**src/rtl/phase_sequencer.sv**
```systemverilog
// rtl/phase_sequencer.sv - control-phase generator and instruction register
module phase_sequencer #(
  parameter int CNT_W = 16
) (
  input  logic             clock,
  input  logic             reset,
  input  logic             start,
  input  logic             stall,
  input  logic [15:0]      instr_q,
  output logic [15:0]      instr,
  output logic             f,
  output logic             e1,
  output logic             e2,
  output logic             e3,
  output logic             halted,
  output logic             busy,
  output logic [CNT_W-1:0] retired
);

  typedef enum logic [2:0] {
    S_IDLE,
    S_F,
    S_FW,
    S_E1,
    S_E2,
    S_E3,
    S_HALT
  } state_t;

  state_t           state_q, state_d;
  logic [15:0]      ir_q, ir_d;
  logic [CNT_W-1:0] retired_q, retired_d;
  logic             f_q, f_d;
  logic             e1_q, e1_d;
  logic             e2_q, e2_d;
  logic             e3_q, e3_d;
  logic             halted_q, halted_d;
  logic             busy_q, busy_d;

  logic [4:0]       op5;
  logic [1:0]       n_phases;
  logic             is_stp;

  // Decode the number of execute phases from the held instruction's opcode.
  always_comb begin
    op5      = ir_q[15:11];
    is_stp   = (op5 == 5'b00000);
    n_phases = 2'd1;
    if ((op5 == 5'b00010) || (op5 == 5'b00101) || (op5 == 5'b01000) ||
        (op5[4:2] == 3'b101) || (op5[4:3] == 2'b11)) begin
      n_phases = 2'd3;
    end else if (op5 == 5'b00111) begin
      n_phases = 2'd2;
    end
  end

  // Next-state, instruction-register load, retire count and strobe decode.
  always_comb begin
    state_d   = state_q;
    ir_d      = ir_q;
    retired_d = retired_q;
    case (state_q)
      S_IDLE: if (start) state_d = S_F;
      S_F:    state_d = S_FW;
      S_FW: begin
        state_d = S_E1;
        ir_d    = instr_q;
      end
      S_E1: begin
        if (!stall) begin
          if (n_phases == 2'd1) begin
            state_d   = is_stp ? S_HALT : S_F;
            retired_d = retired_q + {{(CNT_W-1){1'b0}}, 1'b1};
          end else begin
            state_d = S_E2;
          end
        end
      end
      S_E2: begin
        if (!stall) begin
          if (n_phases == 2'd2) begin
            state_d   = S_F;
            retired_d = retired_q + {{(CNT_W-1){1'b0}}, 1'b1};
          end else begin
            state_d = S_E3;
          end
        end
      end
      S_E3: begin
        if (!stall) begin
          state_d   = S_F;
          retired_d = retired_q + {{(CNT_W-1){1'b0}}, 1'b1};
        end
      end
      S_HALT: if (start) state_d = S_F;
      default: state_d = S_IDLE;
    endcase
    // Strobes are registered copies of the next state so they are glitch-free.
    f_d      = (state_d == S_F);
    e1_d     = (state_d == S_E1);
    e2_d     = (state_d == S_E2);
    e3_d     = (state_d == S_E3);
    halted_d = (state_d == S_HALT);
    busy_d   = (state_d != S_IDLE) && (state_d != S_HALT);
  end

  // State and output registers; reset discards any in-flight instruction.
  always_ff @(posedge clock) begin
    if (reset) begin
      state_q   <= S_IDLE;
      ir_q      <= 16'h0000;
      retired_q <= '0;
      f_q       <= 1'b0;
      e1_q      <= 1'b0;
      e2_q      <= 1'b0;
      e3_q      <= 1'b0;
      halted_q  <= 1'b0;
      busy_q    <= 1'b0;
    end else begin
      state_q   <= state_d;
      ir_q      <= ir_d;
      retired_q <= retired_d;
      f_q       <= f_d;
      e1_q      <= e1_d;
      e2_q      <= e2_d;
      e3_q      <= e3_d;
      halted_q  <= halted_d;
      busy_q    <= busy_d;
    end
  end

  assign instr   = ir_q;
  assign f       = f_q;
  assign e1      = e1_q;
  assign e2      = e2_q;
  assign e3      = e3_q;
  assign halted  = halted_q;
  assign busy    = busy_q;
  assign retired = retired_q;

endmodule

```
**config.mk**
```make
export PLATFORM = sky130hd
export DESIGN_NAME = phase_sequencer
export DESIGN_NICKNAME = d
export VERILOG_FILES = /design/src/rtl/phase_sequencer.sv
export SDC_FILE = /design/constraint.sdc
export NUM_CORES = 1
export LEC_CHECK = 0
export CAP_MARGIN = 10
export CORE_UTILIZATION = 32
export CTS_CLUSTER_SIZE = 25
export DETAILED_ROUTE_END_ITERATION = 10
export GPL_TIMING_DRIVEN = 0
export PLACE_DENSITY_LB_ADDON = 0.2
export SLEW_MARGIN = 10
export SYNTH_ARGS = -nofsm -noshare
export SYNTH_HDL_FRONTEND = slang
export SYNTH_SLANG_ARGS = --single-unit
```
**constraint.sdc**
```tcl
create_clock -name clock -period 2.54 [get_ports clock]
set_clock_uncertainty 0.05 [all_clocks]
set_input_delay 0.635 -clock clock [delete_from_list [all_inputs] [get_ports clock]]
set_output_delay 0.635 -clock clock [all_outputs]
set_load 0.05 [all_outputs]
```
==> qor.csv <==
metric,value,unit
"Cell Area, Placed",2520,um^2
"FF+latch count, synth",41,
warnings from Yosys,0,
Final Cell Area,2600,um^2
CP endpoint kind,flip-flop,
Min Hold Slack,406,ps
Die Ht,78.2,um
Final period util,0.944,
total grt overflow,0,
Multi-input gate area,945,um^2
maximum VDD drop,258,uV
largest net degree at the start of global routing,14,
first-pass GRT wire length,7860,um
Final Power,1.45,mW
Worst-path clk slew,80,ps
total negative slack,0,ps
syn_area_per_cell,8.21,um^2
placed cell count,355,
number of post-CTS setup repair buffers,0,
PwrDens,555,nW/um^2
Tightest Hold Check Type,flip-flop to flip-flop,
I/O Buffers,57,
WP data arrival,2530,ps
GRT Overall Usage,0.163,
setup violators final,0,
"Seq/Total Area, Yosys",0.442,
min setup slack post-route,142,ps
H-tree Lvls,2,
starting density of the core,0.335,
CTS Buf Count,5,
min Tclk post-route,2400,ps
Initial DRC Count,76,
fillers,591,
Post-synth top flop,dfxtp_1,
status,"finished, final reports clean",
Max Freq,417,MHz
Sink Count,41,
"Area growth, synth to finish",40.3,%
antenna violations before repair,0,
total of max-cap violations,0,
clk_lat worst skew,290,ps
Slew Limit Headroom,0.450,
cts hold-fix bufs,0,
synth unique cells,45,
Lkg Pwr,0.901,nW
"most common cell after layout, fill and taps aside",clkdlybuf4s50_1,
total area of sequential cells,821,um^2
CTS tree,done,
Final #Nets,311,
Placement Setup Slack,-166,ps
DRT antenna net count,0,
internal power,0.986,mW
Slew @ Worst Pin,823,ps
vias in the first global route,1672,
total number of vias,1821,
Crit Path Max Fanout,5,
layout cell share with drive strength beyond 1,0.0653,
Critical Path RT,2670,ps
cell count after synthesis,226,
gpl congestion,0.866,
fin util,0.470,
Gate power share,0.229,
Root Buffer Master,clkbuf_8,
Longest Clk Path Bufs,2,
die area,6110,um^2
core area,5540,um^2
"commonest non-fill, non-tap cells in the layout","clkdlybuf4s50_1, nand2_1, dfxtp_1",
drc violations,0,
final std cells w/o fill,363,
Final HPWL DP,3270,um
Slowest Stage Delay on Critical Path,540,ps
Worst Setup Start Kind,primary input,
syn_nets,247,
switching part of the total power,0.317,
total wire length,4640,um
max-slew violation count,0,
clock share of power,0.292,
IO Count,58,
Crit Path Class,primary input to flip-flop,
Detailed Routing Iterations Pass 1,4,
crit-path cells,clkdlybuf4s50_1 -> nand3b_2 -> nor2_1 -> a32oi_1 -> or4_1 -> mux2_1,
post-DR vias/cell,5.02,
WL/cell,12.8,um
CP max stage cell,or4_1,
async set-reset flop share out of synthesis,0,
Fin. Hold Viols,0,
# diodes,0,
Post-CTS Resized,0,
Post-synth EDFFs,0,
Switch Pwr,0.459,mW
Mapped Area,1860,um^2
DIE WIDTH,78.2,um
Sequential Power Share,0.479,
# rows,27,
unrepaired setup endpoints after global routing,false,
-- critical path, delay by kind of cell --
family / cells / cell delay, ps
compound gates: 1 / 130
buf+inv: 1 / 480
mux: 1 / 320
simple gates: 3 / 950
-- routing by layer --
layer  global-route usage  vias up  share of wire
met2                0.254       40           0.46
met5                    0        -              0
met3               0.0558        4          0.058
met4               0.0556        0         0.0095
met1                0.208      829           0.47
li1                     -      948              -
-- layout make-up --
class,instances,area share
multi-input combinational,166,0.363
timing repair buffer,57,0.219
buffer,13,0.0260
tap,72,0.0346
clock inverter,3,0.00673
inverter,6,0.00865
sequential,41,0.315
clock buffer,5,0.0264
-- power by group through the flow --
stage	registers, mW	logic [mW]	clock network [mW]
after floorplan	0.798	0.123	0
after global placement	0.706	0.331	0
after detailed placement	0.707	0.330	0
after CTS	0.692	0.332	0.443
after global routing	0.697	0.360	0.467
final	0.692	0.331	0.423
-- registers in the layout (all words and copies together) (netlist names) --
register / count
e3: 1
busy: 1
e2: 1
e1: 1
halted: 1
instr: 16
retired: 16
f: 1
state_q: 3
-- final timing paths --
check | slack (ps) | to | cells past startpoint | startpoint
max | 140 | retired[12] | 6 | stall
min | 410 | instr[7] | 2 | instr[7]
max reg2reg | 570 | instr[9] | 5 | state_q[1]
min reg2reg | 410 | instr[7] | 2 | instr[7]
-- logic make-up after synthesis --
logic type / Yosys count / synth area share
muxes: 2 / 0.0115
xor gates and xnor gates: 1 / 0.00472
AOI/OAI and AO/OA: 62 / 0.209
DFF: 41 / 0.442
adders and majority gates: 1 / 0.00674
buffers and inverters: 19 / 0.0485
and+or+nand+nor: 100 / 0.277
-- cell usage after synthesis, types with 2 or more instances --
cell type | instances | share of area
or4_1 | 9 | 0.036
nand4_1 | 5 | 0.017
nand2b_1 | 3 | 0.010
dfxtp_1 | 41 | 0.44
nor4_1 | 3 | 0.010
and3_1 | 4 | 0.013
inv_1 | 6 | 0.012
buf_4 | 2 | 0.0081
o21ai_0 | 9 | 0.024
a21oi_1 | 29 | 0.078
o211ai_1 | 2 | 0.0081
clkbuf_1 | 6 | 0.012
nand3_1 | 3 | 0.0081
a32oi_1 | 2 | 0.0094
or3_1 | 4 | 0.013
o31ai_1 | 9 | 0.036
nor3b_1 | 2 | 0.0081
nand2_1 | 42 | 0.085
buf_2 | 3 | 0.0081
nor2_1 | 13 | 0.026
nor2b_1 | 5 | 0.017
(Power assumes the default switching activity.)
